File: config.mk
export PLATFORM = sky130hd
export DESIGN_NAME = fifo_wr_arbiter
export DESIGN_NICKNAME = d
export VERILOG_FILES = /design/src/rtl/fifo_wr_arbiter.sv
export SDC_FILE = /design/constraint.sdc
export NUM_CORES = 1
export LEC_CHECK = 0
export ABC_AREA = 1
export CELL_PAD_IN_SITES_DETAIL_PLACEMENT = 0
export CELL_PAD_IN_SITES_GLOBAL_PLACEMENT = 1
export CORE_MARGIN = 1.5
export CORE_UTILIZATION = 23
export CTS_CLUSTER_SIZE = 14
export DETAILED_ROUTE_END_ITERATION = 10
export HOLD_SLACK_MARGIN = 0.08
export PLACE_DENSITY_LB_ADDON = 0.1
export SYNTH_ARGS = -nofsm -noshare
export SYNTH_HDL_FRONTEND = slang
export SYNTH_SLANG_ARGS = --single-unit
File: constraint.sdc
create_clock -name wr_clk -period 1.5 [get_ports wr_clk]
set_input_delay 0.15 -clock wr_clk [delete_from_list [all_inputs] [get_ports wr_clk]]
set_output_delay 0.15 -clock wr_clk [all_outputs]
set_load 0.01 [all_outputs]
File: src/rtl/fifo_wr_arbiter.sv
// Burst round-robin arbiter sharing one async-FIFO write port among N_REQ requesters.
// Optional full-stall watchdog enabled by defining FIFO_WR_ARB_WATCHDOG_EN.
module fifo_wr_arbiter #(
   parameter int N_REQ       = 3,
   parameter int DATA_WIDTH  = 8,
   parameter int MAX_BEATS   = 4,
   parameter int STALL_LIMIT = 16
) (
   input  logic                          wr_clk,
   input  logic                          rst,
   input  logic [N_REQ-1:0]              req,
   input  logic [N_REQ*DATA_WIDTH-1:0]   din_flat,
   input  logic [N_REQ-1:0]              last,
   input  logic                          fifo_full,
   output logic [N_REQ-1:0]              grant,
   output logic [N_REQ-1:0]              ack,
   output logic                          fifo_wr_en,
   output logic [DATA_WIDTH-1:0]         fifo_din,
   output logic                          busy,
   output logic                          stall_err
);

   localparam int IDX_W = (N_REQ > 1) ? $clog2(N_REQ) : 1;
   localparam int CNT_W = (MAX_BEATS > 1) ? $clog2(MAX_BEATS) : 1;
   localparam logic [CNT_W-1:0] CNT_CAP = CNT_W'(MAX_BEATS - 1);

   typedef enum logic {IDLE, BURST} state_t;

   state_t             state_q, state_d;
   logic [N_REQ-1:0]   grant_q, grant_d;
   logic [IDX_W-1:0]   rr_ptr_q, rr_ptr_d;
   logic [CNT_W-1:0]   beat_cnt_q, beat_cnt_d;

   logic [IDX_W-1:0]   g_idx;
   logic [IDX_W-1:0]   win_idx;
   logic [IDX_W-1:0]   scan_idx;
   logic               win_found;
   logic               last_beat;

   assign grant      = grant_q;
   assign ack        = grant_q & req & {N_REQ{~fifo_full}};
   assign fifo_wr_en = |ack;
   assign busy       = (state_q == BURST);

   always_comb begin
      g_idx = '0;
      for (int i = 0; i < N_REQ; i++) begin
         if (grant_q[i]) g_idx = IDX_W'(i);
      end
   end

   always_comb begin
      fifo_din = '0;
      if (|grant_q) fifo_din = din_flat[int'(g_idx)*DATA_WIDTH +: DATA_WIDTH];
   end

   // Search starts one past the previous winner so the last holder has lowest priority.
   always_comb begin
      win_found = 1'b0;
      win_idx   = '0;
      scan_idx  = '0;
      for (int k = 1; k <= N_REQ; k++) begin
         scan_idx = IDX_W'((int'(rr_ptr_q) + k) % N_REQ);
         if (!win_found && req[scan_idx]) begin
            win_found = 1'b1;
            win_idx   = scan_idx;
         end
      end
   end

   assign last_beat = fifo_wr_en & (last[g_idx] | (beat_cnt_q == CNT_CAP));

   always_comb begin
      state_d    = state_q;
      grant_d    = grant_q;
      rr_ptr_d   = rr_ptr_q;
      beat_cnt_d = beat_cnt_q;
      case (state_q)
         IDLE: begin
            if (win_found) begin
               grant_d          = '0;
               grant_d[win_idx] = 1'b1;
               beat_cnt_d       = '0;
               state_d          = BURST;
            end
         end
         BURST: begin
            if (last_beat) begin
               grant_d  = '0;
               rr_ptr_d = g_idx;
               state_d  = IDLE;
            end else if (fifo_wr_en) begin
               beat_cnt_d = beat_cnt_q + 1'b1;
            end
         end
         default: state_d = IDLE;
      endcase
   end

   always_ff @(posedge wr_clk or posedge rst) begin
      if (rst) begin
         state_q    <= IDLE;
         grant_q    <= '0;
         rr_ptr_q   <= IDX_W'(N_REQ - 1);
         beat_cnt_q <= '0;
      end else begin
         state_q    <= state_d;
         grant_q    <= grant_d;
         rr_ptr_q   <= rr_ptr_d;
         beat_cnt_q <= beat_cnt_d;
      end
   end

`ifdef FIFO_WR_ARB_WATCHDOG_EN
   localparam int STALL_W = $clog2(STALL_LIMIT + 1);

   logic [STALL_W-1:0] stall_cnt_q, stall_cnt_d;
   logic               stall_err_q, stall_err_d;

   // Saturates at the limit; the error flag is sticky until reset.
   always_comb begin
      stall_cnt_d = stall_cnt_q;
      stall_err_d = stall_err_q;
      if (state_q != BURST || fifo_wr_en) begin
         stall_cnt_d = '0;
      end else if ((|(grant_q & req)) && fifo_full &&
                   (stall_cnt_q != STALL_W'(STALL_LIMIT))) begin
         stall_cnt_d = stall_cnt_q + 1'b1;
         if (stall_cnt_q == STALL_W'(STALL_LIMIT - 1)) stall_err_d = 1'b1;
      end
   end

   always_ff @(posedge wr_clk or posedge rst) begin
      if (rst) begin
         stall_cnt_q <= '0;
         stall_err_q <= 1'b0;
      end else begin
         stall_cnt_q <= stall_cnt_d;
         stall_err_q <= stall_err_d;
      end
   end

   assign stall_err = stall_err_q;
`else
   assign stall_err = 1'b0;
`endif

endmodule
## After elaboration in Yosys (flattened, before gate mapping)

Cells that the tools add are included.

- Register bits: 8
- Bits of input ports: 33
- Word-level logic and storage cells: 68

- $add $sub $neg: 4
- Div/mod/pow operators: 3
- $lt $le $gt $ge: 6
- Eq/ne operators: 5
- Shift-type cells: 1
- Multiplexer cells: 29
- Bitwise gates (word level): 6
- Reduce and logical (&&, ||, !) cells: 10

Operators by type and width:

| cell | count |
|---|---|
| $mod 32x3->32 const B | 3 |
| $shiftx 24x6->8 | 1 |
| $lt 2x3->1 const B | 5 |
| $mux 2 | 7 |
| $mux 1 | 11 |
| $bmux 1 s2 | 4 |
| $mux 8 | 1 |
| $add 2x2->3 const B | 2 |
| $and 3x3->3 | 2 |
| $mux 3 | 2 |
| $ne 2x2->1 const B | 3 |
| $pmux 3 s2 | 1 |
| $reduce_or 3->1 | 2 |
| $pmux 2 s2 | 1 |
| $reduce_and 2->1 | 2 |
| $add 2x1->3 const B | 1 |
| $logic_and 1x1->1 | 3 |
| $reduce_and 3->1 | 1 |
| $add 2x1->2 const B | 1 |
| $demux 1 s2 | 1 |
| $eq 2x2->1 const B | 1 |
| $ge 2x1->1 const B | 1 |
| $logic_not 1->1 | 2 |
| $ne 2x1->1 const B | 1 |
| 4 further kinds | 5 |

## Longest topological paths before layout

- Depth after elaboration: 17
- Mapped depth: 12
- Gate-level depth less buffers: 11

## Worst setup path after synthesis

No wires, ideal clock.

- Kind: reg2reg
- Start: reg rr_ptr_q[1]
- End: reg grant_q[0] (netlist: grant[0])
- Setup time: 0.117 ns
- Arrival time: 1.523 ns
- Setup slack: -0.140 ns
- Stages on the path, launching flop included: 11
- Path buffers: 1
- Path through: dfstp_2 > ha_1 > buf_4 > inv_2 > nand3_1 > nand2_2 > nand2_2 > o21ai_4 > nor2_1 > nand2_1 > nand2_1

- Cells in the longest elaborated chain, start to end: 17
- Elaborated cells between the ends (all ways): 31
- Classes of those cells: add/sub (3); div (3); order compare (2); eq/ne (1); mux (16); reduce/logical (6)

RTL lines:

| what | RTL line | source |
|---|---|---|
| start: declaration | 31 | `logic [IDX_W-1:0] rr_ptr_q, rr_ptr_d;` |
| start signal: assignment | 104 | `rr_ptr_q <= IDX_W'(N_REQ - 1);` |
| start signal: assignment | 109 | `rr_ptr_q <= rr_ptr_d;` |
| $add 2x1->3 | 63 | `scan_idx = IDX_W'((int'(rr_ptr_q) + k) % N_REQ);` |
| $mod 32x3->32 | 63 |  |
| $bmux 1 s2 | 64 | `if (!win_found && req[scan_idx]) begin` |
| $mux 1 (not written as such) | 64 |  |
| $mux 1 | 64 |  |
| $logic_not 1->1 | 64 |  |
| $logic_and 1x1->1 | 64 |  |
| $mux 1 | 64 |  |
| $logic_not 1->1 | 64 |  |
| $logic_and 1x1->1 | 64 |  |
| $mux 2 | 64 |  |
| $lt 2x3->1 (not written as such) or $ge 2x1->1 (tied branches) | 82 | `grant_d[win_idx] = 1'b1;` |
| $logic_and 1x1->1 (not written as such) | 82 |  |
| $mux 1 (not written as such) | 82 |  |
| $demux 1 s2 | 82 |  |
| $mux 3 | 80 | `if (win_found) begin` |
| $pmux 3 s2 | 78 | `case (state_q)` |
| end signal: assignment | 108 | `grant_q <= grant_d;` |
| end: declaration | 30 | `logic [N_REQ-1:0] grant_q, grant_d;` |

Several ways; a longest one is shown, not always the timed one. The select of a mux whose other input is x is not followed.
A chain may end at the register's enable or synchronous reset.

## Final worst setup path

Same ends and word-level chain as after synthesis.

==> results.yml <==
run_status:
  status: "finished with violations"
  violations: "setup timing"
route:
  drt_wl_total_um: 3110
  dr_wl_met2_um: 1560
  vias: 1170
  drc: 0
  ant_nets: 0
  viasPerCell: 4.29
  drt-initial-drc-count: 31
  wl_per_cell_um: 11.4
  top_layer: "met3"
  drt_first_pass_iters: 3
  wl_met1_um: 1440
  met3_length_um: 112
placement:
  gp_congestion: 0.727
  dpl_cell_area_mm2: 0.00164
  dpl.cell_count: 262
  port_buffers: 48
  dp_hpwl_um: 2490
hold_path:
  min_path_type: "in -> async"
synth:
  synth_area_leaders: "dfrtp_1 18%, nand2_1 18%, inv_1 10%, nand3_1 7.9%, ha_1 6.6%"
  yosys.area.top_type: "dfrtp_1"
  synth_seq_cells: 8
  synth_top_area_share_pct: 18.4
  ys_seq_area_share_pct: 21.2
  synth_warnings: 0
  syn_nets: 186
  syn_area_um2: 950
  synthCells: 148
  ys_types: 26
  postSynthAreaPerCell_um2: 6.42
critical_path:
  worst-path-max-fanout: 7
  cp-end-kind: "flip-flop"
  crit_required_ns: 1.62
  setup.worst_path.class: "reg -> reg"
  crit_path_start_kind: "flip-flop"
  worstPathArrival_ns: 1.78
  reg2regPathDepth: 9
  ff2ff_setup_slack_ns: -0.16
timing:
  min_period_ns: 1.66
  rsz0062_at_grt: "true"
  fin_skew_ns: 0.00479
  fin_ws_ns: -0.157
  setup_violations: 13
  slew_viol_final: 0
  fin_crit_sh_pct: 110
  fmax_mhz: 604
  hold_viol_final: 0
floorplan:
  die_w_um: 67.3
  die_y_um: 67.3
  fp-row-count: 23
  core_area_mm2: 0.00397
  ios: 50
  initial_core_util_pct: 23.9
  die_area_mm2: 0.00452
clock_network:
  root_buffer: "clkbuf_8"
  clockBufferDepth: 2
  numCtsBuffers: 3
  h-tree-depth: 1
  cts_tree: "built"
  clock_latency_ns: 0.23
  path_clk_slew_ns: 0.04
  cts.sinks: 8
layout:
  nets: 262
  fill_cells: 411
  seqCellArea_um2: 203
  drive_gt1_share_pct: 43.0
  diodes: 0
  layoutNonFillerInstCount: 273
  synthToLayoutAreaGrowth_pct: 96.7
  multi_input_area_um2: 744
  final_area_mm2: 0.00187
global_route:
  grt_pass1_wl_um: 4690
  grt_max_degree: 10
  grt-ovfl-total: 0
  track_usage_pct: 13.6
  grt_pass1_vias: 1022
  antenna_found_initial: 0
pwr:
  power_leakage_nw: 0.991
  p_per_area_mw_per_mm2: 349
  irDropWorstVdd_mv: 0.372
flow_run:
  drv_cap: 0
worst max-delay path, stage by stage, from the launching register on:
cell and delay, ns:
dfstp_2 0.60, ha_4 0.26, inv_4 0.08, nand3_4 0.08, nand2_4 0.09, nand2_4 0.05, o21ai_4 0.22, nor2_1 0.07
nand2_1 0.06, nand2_1 0.04
synth_stat cells:
cell and count:
conb_1 1, a22oi_1 5, dfstp_2 1, nand3b_1 1
nor3_1 1, nand3_1 15, nor2_1 6, nand2_1 45
o21ai_1 7, dfrtp_1 7, a31oi_1 1, buf_6 1
inv_1 26, nand2_4 1, nor2_4 2, nand3_4 2
a21o_2 1, nor2_2 1, inv_2 4, nand2_2 7
nand4_2 1, nand4_1 2, buf_4 3, o21ai_4 1
o21ai_2 1, ha_1 5
repair_timing:
| item | CTS | global route |
|---|---|---|
| resized for setup | 51 | 41 |
| hold buffers | 0 | 0 |
| pin swaps | 5 | 19 |
| setup buffers | 3 | 5 |
| endpoints found under the hold margin | 0 | 0 |
| setup endpoints to repair | 20 | 17 |
registers in the layout (all words and copies together) (netlist names):
register and count:
beat_cnt_q 2, busy 1, grant 3, rr_ptr_q 2
placed cells by master, fill, tap and decap left out, drive strengths merged, types with 2 or more instances in the layout:
master,count
nand4,3
inv,30
ha,5
dlymetal6s2s,2
dlygate4sd2,3
buf,35
a22oi,5
clkbuf,5
clkdlybuf4s50,34
nand3,17
nor2,9
o21ai,9
dfrtp,7
nand2,53
logic make-up after synthesis:
| kind of cell | count (synthesis) | synth area share, % |
|---|---|---|
| adder cells (fa/ha/maj) | 5 | 6.59 |
| buffers and inverters | 34 | 15.4 |
| other | 1 | 0.395 |
| AO/OA/AOI/OAI | 16 | 11.9 |
| flip-flops | 8 | 21.2 |
| AND/OR/NAND/NOR | 84 | 44.5 |
worst paths after layout:
check	from	to
min in group wr_clk	beat_cnt_q[0]$_DFFE_PP0P_	beat_cnt_q[0]$_DFFE_PP0P_
hold reg to reg	beat_cnt_q[0]$_DFFE_PP0P_	beat_cnt_q[0]$_DFFE_PP0P_
setup reg to reg	rr_ptr_q[1]$_DFFE_PP1P_	grant[0]$_DFFE_PP0P_
max in group asynchronous	rst	rr_ptr_q[1]$_DFFE_PP1P_
hold / removal	rst	busy$_DFF_PP0_
setup / recovery	rr_ptr_q[1]$_DFFE_PP1P_	grant[0]$_DFFE_PP0P_
layout make-up:
cell class                 count  share of cell area [%]
multi-input combinational    106                    39.9
timing repair buffer          75                    37.1
sequential                     8                    10.9
inverter                      30                    6.43
tap                           50                    3.35
clock buffer                   4                    2.41
per-layer routing:
metal,vias to the layer above,GRT usage [%]
met5,-,0
met4,0,2.30
met3,0,2.17
met2,21,22.3
met1,536,19.2
li1,613,-
report_power, final:
group,total (W),switching [W],internal [W]
clock network,0.000274,0.0000898,0.000185
logic,0.000161,0.0000594,0.000102
registers,0.000217,0,0.000217
total,0.000652,0.000149,0.000503
metrics by stage:
stage | hold WS, ns | setup TNS (ns) | total power, W | worst slack (ns) | util (%)
floorplan | -0.0351 | -0.384 | 0.000264 | -0.0960 | -
global placement | 0.419 | -2.54 | 0.000361 | -0.209 | 41.3
detailed placement | 0.420 | -2.62 | 0.000363 | -0.212 | 41.3
CTS | 0.169 | -1.03 | 0.000645 | -0.125 | 42.8
global route | 0.211 | -2.16 | 0.000682 | -0.254 | 47.0
finish | 0.161 | -0.825 | 0.000652 | -0.157 | 47.0
Power figures use the tool's default switching activity.
